File: src/rtl/md_counter_ctrl_if.sv
// Command channel between a requester and the counter sequencer.
// The requester holds a command stable until cmd_ready is seen high.
interface md_counter_ctrl_if #(
    parameter int WIDTH = 4,
    parameter int LEN_W = 8
);
    logic             cmd_valid;
    logic             cmd_ready;
    logic [WIDTH-1:0] cmd_start;
    logic [LEN_W-1:0] cmd_len;
    logic             cmd_dir;
    logic             cmd_wrap;

    modport master (
        output cmd_valid, cmd_start, cmd_len, cmd_dir, cmd_wrap,
        input  cmd_ready
    );

    modport slave (
        input  cmd_valid, cmd_start, cmd_len, cmd_dir, cmd_wrap,
        output cmd_ready
    );
endinterface

File: src/rtl/md_counter_ctrl.sv
// Sequencer for a WIDTH-bit up/down counter: accepts run commands, paces steps
// through a prescaler and reports done / wrapped / saturated events.
module md_counter_ctrl #(
    parameter int WIDTH    = 4,
    parameter int LEN_W    = 8,
    parameter int PRESCALE = 1
) (
    input  logic             clk,
    input  logic             rst,
    md_counter_ctrl_if.slave cmd,
    input  logic             pause,
    input  logic             abort,
    output logic [WIDTH-1:0] count,
    output logic             busy,
    output logic             done,
    output logic             wrapped,
    output logic             sat
);
    localparam int PSC_W = (PRESCALE > 1) ? $clog2(PRESCALE) : 1;
    localparam logic [PSC_W-1:0] PSC_MAX = PSC_W'(PRESCALE - 1);

    typedef enum logic [1:0] {
        ST_IDLE = 2'd0,
        ST_RUN  = 2'd1,
        ST_DONE = 2'd2
    } state_e;

    state_e           state_q,   state_d;
    logic [WIDTH-1:0] count_q,   count_d;
    logic [PSC_W-1:0] psc_q,     psc_d;
    logic [LEN_W-1:0] rem_q,     rem_d;
    logic             dir_q,     dir_d;
    logic             wrap_q,    wrap_d;
    logic             busy_q,    busy_d;
    logic             done_q,    done_d;
    logic             wrapped_q, wrapped_d;
    logic             sat_q,     sat_d;

    logic             tick_s;
    logic             at_edge_s;
    logic [WIDTH-1:0] step_val_s;
    logic [LEN_W-1:0] rem_dec_s;

    // Next-state and next-output computation; pulses default low every cycle.
    always_comb begin
        state_d    = state_q;
        count_d    = count_q;
        psc_d      = psc_q;
        rem_d      = rem_q;
        dir_d      = dir_q;
        wrap_d     = wrap_q;
        done_d     = 1'b0;
        wrapped_d  = 1'b0;
        sat_d      = 1'b0;
        tick_s     = (psc_q == PSC_MAX) & ~pause;
        at_edge_s  = dir_q ? (count_q == {WIDTH{1'b0}}) : (count_q == {WIDTH{1'b1}});
        step_val_s = dir_q ? (count_q - WIDTH'(1)) : (count_q + WIDTH'(1));
        rem_dec_s  = rem_q - LEN_W'(1);

        case (state_q)
            ST_IDLE: begin
                if (cmd.cmd_valid) begin
                    count_d = cmd.cmd_start;
                    psc_d   = {PSC_W{1'b0}};
                    rem_d   = cmd.cmd_len;
                    dir_d   = cmd.cmd_dir;
                    wrap_d  = cmd.cmd_wrap;
                    if (cmd.cmd_len == {LEN_W{1'b0}}) begin
                        state_d = ST_DONE;
                        done_d  = 1'b1;
                    end else begin
                        state_d = ST_RUN;
                    end
                end else begin
                    state_d = ST_IDLE;
                end
            end
            ST_RUN: begin
                // Abort outranks any step, wrap or completion in the same cycle.
                if (abort) begin
                    state_d = ST_IDLE;
                end else begin
                    if (~pause) begin
                        psc_d = (psc_q == PSC_MAX) ? {PSC_W{1'b0}} : (psc_q + PSC_W'(1));
                    end else begin
                        psc_d = psc_q;
                    end
                    if (tick_s) begin
                        if (at_edge_s && !wrap_q) begin
                            state_d = ST_DONE;
                            done_d  = 1'b1;
                            sat_d   = 1'b1;
                            rem_d   = {LEN_W{1'b0}};
                        end else begin
                            count_d   = step_val_s;
                            wrapped_d = at_edge_s;
                            rem_d     = rem_dec_s;
                            if (rem_dec_s == {LEN_W{1'b0}}) begin
                                state_d = ST_DONE;
                                done_d  = 1'b1;
                            end else begin
                                state_d = ST_RUN;
                            end
                        end
                    end else begin
                        state_d = ST_RUN;
                    end
                end
            end
            ST_DONE: begin
                state_d = ST_IDLE;
            end
            default: begin
                state_d = ST_IDLE;
            end
        endcase

        busy_d = (state_d == ST_RUN);
    end

    // State and registered outputs, with synchronous active-low reset.
    always_ff @(posedge clk) begin
        if (!rst) begin
            state_q   <= ST_IDLE;
            count_q   <= {WIDTH{1'b0}};
            psc_q     <= {PSC_W{1'b0}};
            rem_q     <= {LEN_W{1'b0}};
            dir_q     <= 1'b0;
            wrap_q    <= 1'b0;
            busy_q    <= 1'b0;
            done_q    <= 1'b0;
            wrapped_q <= 1'b0;
            sat_q     <= 1'b0;
        end else begin
            state_q   <= state_d;
            count_q   <= count_d;
            psc_q     <= psc_d;
            rem_q     <= rem_d;
            dir_q     <= dir_d;
            wrap_q    <= wrap_d;
            busy_q    <= busy_d;
            done_q    <= done_d;
            wrapped_q <= wrapped_d;
            sat_q     <= sat_d;
        end
    end

    assign cmd.cmd_ready = (state_q == ST_IDLE) & rst;
    assign count         = count_q;
    assign busy          = busy_q;
    assign done          = done_q;
    assign wrapped       = wrapped_q;
    assign sat           = sat_q;
endmodule

File: src/flat_wrapper.sv
// flat-port wrapper written by rule: the top's interface ports become plain ports
module md_counter_ctrl_flat 
#(
    parameter int WIDTH    = 4,
    parameter int LEN_W    = 8,
    parameter int PRESCALE = 1
)
  (clk, rst, pause, abort, count, busy, done, wrapped, sat, cmd_cmd_valid, cmd_cmd_start, cmd_cmd_len, cmd_cmd_dir, cmd_cmd_wrap, cmd_cmd_ready);
  md_counter_ctrl_if #(.WIDTH(WIDTH), .LEN_W(LEN_W)) cmd_i ();
  input  logic clk;
  input  logic rst;
  input  logic pause;
  input  logic abort;
  output logic [WIDTH-1:0] count;
  output logic busy;
  output logic done;
  output logic wrapped;
  output logic sat;
  input wire logic [$bits(cmd_i.cmd_valid)-1:0] cmd_cmd_valid;
  input wire logic [$bits(cmd_i.cmd_start)-1:0] cmd_cmd_start;
  input wire logic [$bits(cmd_i.cmd_len)-1:0] cmd_cmd_len;
  input wire logic [$bits(cmd_i.cmd_dir)-1:0] cmd_cmd_dir;
  input wire logic [$bits(cmd_i.cmd_wrap)-1:0] cmd_cmd_wrap;
  output wire logic [$bits(cmd_i.cmd_ready)-1:0] cmd_cmd_ready;
  assign cmd_i.cmd_valid = cmd_cmd_valid;
  assign cmd_i.cmd_start = cmd_cmd_start;
  assign cmd_i.cmd_len = cmd_cmd_len;
  assign cmd_i.cmd_dir = cmd_cmd_dir;
  assign cmd_i.cmd_wrap = cmd_cmd_wrap;
  assign cmd_cmd_ready = cmd_i.cmd_ready;
  md_counter_ctrl #(.WIDTH(WIDTH), .LEN_W(LEN_W), .PRESCALE(PRESCALE)) u_core (.clk(clk), .rst(rst), .cmd(cmd_i), .pause(pause), .abort(abort), .count(count), .busy(busy), .done(done), .wrapped(wrapped), .sat(sat));
endmodule
File: config.mk
export PLATFORM = sky130hd
export DESIGN_NAME = md_counter_ctrl_flat
export DESIGN_NICKNAME = d
export VERILOG_FILES = /design/src/rtl/md_counter_ctrl_if.sv /design/src/rtl/md_counter_ctrl.sv /design/src/flat_wrapper.sv
export SDC_FILE = /design/constraint.sdc
export NUM_CORES = 1
export LEC_CHECK = 0
export CORE_MARGIN = 3
export CORE_UTILIZATION = 54
export DETAILED_ROUTE_END_ITERATION = 8
export PLACE_DENSITY = 0.9
export SKIP_LAST_GASP = 1
export SYNTH_ARGS = -nofsm -noshare
export SYNTH_HDL_FRONTEND = slang
export SYNTH_SLANG_ARGS = --single-unit
export TNS_END_PERCENT = 10
File: constraint.sdc
create_clock -name clk -period 4.83 [get_ports clk]
set_input_delay 0.966 -clock clk [delete_from_list [all_inputs] [get_ports clk]]
set_output_delay 0.966 -clock clk [all_outputs]
set_load 0.005 [all_outputs]
==> summary.md <==
| Metric | Value |
|---|---|
| H-tree levels | `1` |
| Max-Slew Margin vs Limit | `0.599` |
| Worst path most repeated cell | `clkdlybuf4s50_1` |
| TritonRoute pass-1 iters | `6` |
| Core area | `between 2000 and 2500 sq um` |
| Critical path class | `primary input to output port` |
| Hold-fix buffers at CTS | `0` |
| CTS sink count | `20` |
| Routability cong. | `0.890` |
| Crit-path max cell delay | `approximately 0.50 ns` |
| Synthesis Warnings | `0` |
| CP Cell Sequence | `clkdlybuf4s50_1, buf_4, nand2b_1, nor2_1, clkdlybuf4s50_1` |
| Antenna diode count | `0` |
| Netlist area before placement | `approximately 1300 sq um` |
| Post-synth top area cell | `dfxtp_1` |
| Hold crit path type | `flop to flop` |
| Largest net degree at the start of global routing | `20` |
| Worst EP required | `between 3 and 4 ns` |
| Synth top area cells | `dfxtp_1 31%, a21oi_1 5.5%, o21ai_0 4.3%` |
| Final WL | `2900 um` |
| Clk Latency, worst-skew pair | `~0.30 ns` |
| Clk pwr share | `0.196` |
| Root Buffer | `clkbuf_4` |
| # nets final | `198` |
| Min-delay src | `u_core.rem_q[6]$_SDFFE_PN0P_` |
| Die Ht | `around 55 um` |
| Placed cell area | `between 1500 and 2000 sq um` |
| Routed wl met2 | `about 1400 um` |
| Clk buf depth | `2` |
| First-pass GRT wire length | `4630 um` |
| CP Max Fanout | `19` |
| Met1 WL | `around 1300 um` |
| Drt first-iter violations | `29` |
| R2r startpoint | `u_core.state_q[0]$_SDFF_PN0_` |
| Setup crit start | `rst` |
| Drc violations | `0` |
| Fin crit share | `0.693` |
| Synth Instances | `around 150` |
| PortBufs | `27` |
| Sequential power share | `0.487` |
| GRT overflow | `0` |
| CP Launch Type | `primary input` |
| CTS tree | `yes` |
| Power density cells | `approximately 260 nW/um^2` |
| Max IR drop VDD | `between 0.00015 and 0.0002 V` |
| Clk_skew | `between 0.007 and 0.008 ns` |
| Share of cells above drive strength 1 | `0.110` |
| Fin area | `about 1500 sq um` |
| Routed vias/inst | `5.93` |
| Final min period | `3.35 ns` |
| Nature of the critical path endpoint | `output port` |
| Switching share of power | `0.319` |
| Die ar. | `between 2000 and 3000 sq um` |
| Share of flip-flops with an asynchronous set or reset | `0` |
| Row count | `16` |
| Avg Cell Area, Syn | `8.67 sq um` |
| Leakage | `0.574 nW` |
| # setup viols final | `0` |
| Maximum clock frequency | `299 MHz` |
| Post-synth EDFFs | `0` |
| Initial antenna violation count | `0` |
| CTS clock-pin slew for the worst setup and hold paths | `0.11 ns` |
| Max Slew Vio Count | `0` |
| Vias in the first global route | `approximately 1100` |
| Critical-path top delay cell | `clkdlybuf4s50_1` |
| Met3 wire length | `approximately 150 um` |
| Max layer used | `met4` |
| Die extent in x | `54.6 um` |
| Total track usage | `0.214` |
| I/O pin cnt | `28` |
| Post-detailed-route wirelength per cell | `between 10 and 15 um` |
| Most frequent cell after synthesis | `dfxtp_1` |
| Max-cap violation count | `0` |
| DP HPWL | `around 2200 um` |
| Post-synth top area share | `0.314` |
| Yosys cell types | `47` |
| Unrepaired setup endpoints after global routing | `false` |
| Register bit total from synthesis | `20` |
| Synthesis-to-finish area growth | `20.0%` |
| Setup TNS | `0 ns` |
| Combinational fraction of design power | `0.317` |
| CP Data Arrival Time | `between 2 and 2.5 ns` |
| Num CTS Buffers | `3` |
| Initial Utilization | `0.607` |
| Vias post-DR | `between 1000 and 1500` |
| Sequential-to-total area share from yosys stat | `0.314` |
| Post-CTS Resized | `0` |
| Power Internal | `0.000270 W` |
| Switching power | `0.000126 W` |
| Slew at the pin with the worst max-slew slack | `0.601 ns` |
| Status | `finished, final reports clean` |
| Postcts setup bufs | `0` |
| Net count after synthesis | `171` |
| Hold Fails Final Rpt | `0` |
| Commonest cells in the netlist | `20 x dfxtp_1, 14 x a21oi_1, 13 x nand2_1` |
| Routed Antenna Nets | `0` |
| Synth Flop Type | `dfxtp_1` |
==> per-stage QoR <==
step	setup WS, ns	cells	utilization	power (W)	hold slack [ns]
2_1_floorplan	2.59	147	-	0.000283	0.439
3_3_place_gp	1.51	196	0.717	0.000314	0.456
3_5_place_dp	1.49	196	0.717	0.000319	0.459
4_1_cts	1.50	199	0.728	0.000396	0.474
5_1_grt	1.42	199	0.728	0.000418	0.495
6_report	1.48	199	0.728	0.000396	0.473
==> worst paths after layout <==
check | end | slack (ns) | cells after the start
worst min-delay path | u_core.rem_q[6]$_SDFFE_PN0P_ | 0.47 | 2
worst max-delay path | cmd_cmd_ready | 1.48 | 5
worst max register to register | u_core.rem_q[4]$_SDFFE_PN0P_ | 2.81 | 5
worst min register to register | u_core.rem_q[6]$_SDFFE_PN0P_ | 0.47 | 2
==> registers in the layout (all words and copies together) (netlist names) <==
| register | count |
|---|---|
| u_core.rem_q | 8 |
| u_core.count | 4 |
| u_core.state_q | 2 |
| u_core.busy | 1 |
| u_core.dir_q | 1 |
| u_core.done | 1 |
| u_core.sat | 1 |
| u_core.wrap_q | 1 |
| u_core.wrapped | 1 |
==> cells by family after synthesis <==
| group | count (synthesis) | synth area share |
|---|---|---|
| simple gates | 58 | 0.272 |
| compound gates | 46 | 0.238 |
| flops | 20 | 0.314 |
| buf+inv | 12 | 0.0795 |
| xor+xnor | 6 | 0.0412 |
| fa+ha+maj | 5 | 0.0550 |
==> layer usage <==
| layer | vias to the layer above | global-route usage |
|---|---|---|
| met4 | 0 | 0.0871 |
| met1 | 544 | 0.256 |
| met5 | - | 0 |
| met3 | 11 | 0.0327 |
| met2 | 43 | 0.374 |
| li1 | 583 | - |
==> critical path: cells and delay by family <==
family / cells / cell delay [ns]
buffers and inverters: 3 / 1.15
AND/OR/NAND/NOR: 2 / 0.26
==> area by class of cell <==
| cell class | instances | area, sq um |
|---|---|---|
| clock buffers | 3 | 22.5 |
| fillers | 179 | 572 |
| inverters | 6 | 22.5 |
| multi-input cells | 115 | 773 |
| flip-flops and latches | 20 | 400 |
| well taps | 27 | 33.8 |
| repair buffers | 28 | 278 |
==> power by group through the flow <==
| stage | Combinational [W] | Sequential, W | Clock, W |
|---|---|---|---|
| after global routing | 0.000138 | 0.000195 | 0.0000853 |
| final | 0.000125 | 0.000193 | 0.0000777 |
| after floorplan | 0.0000901 | 0.000193 | 0 |
| after detailed placement | 0.000123 | 0.000196 | 0 |
| after global placement | 0.000120 | 0.000195 | 0 |
| after CTS | 0.000125 | 0.000192 | 0.0000790 |
==> layout by cell type (no fill, tap or decap), types with 4 or more instances in the layout <==
cell	n
a22oi_1	5
nand3_1	6
nand2b_1	4
nor2b_1	5
xor2_1	4
o21ai_0	11
a21oi_1	14
inv_1	6
clkdlybuf4s50_1	27
ha_1	4
dfxtp_1	20
nor2_1	9
nand2_1	13
Power figures use the tool's default switching activity.
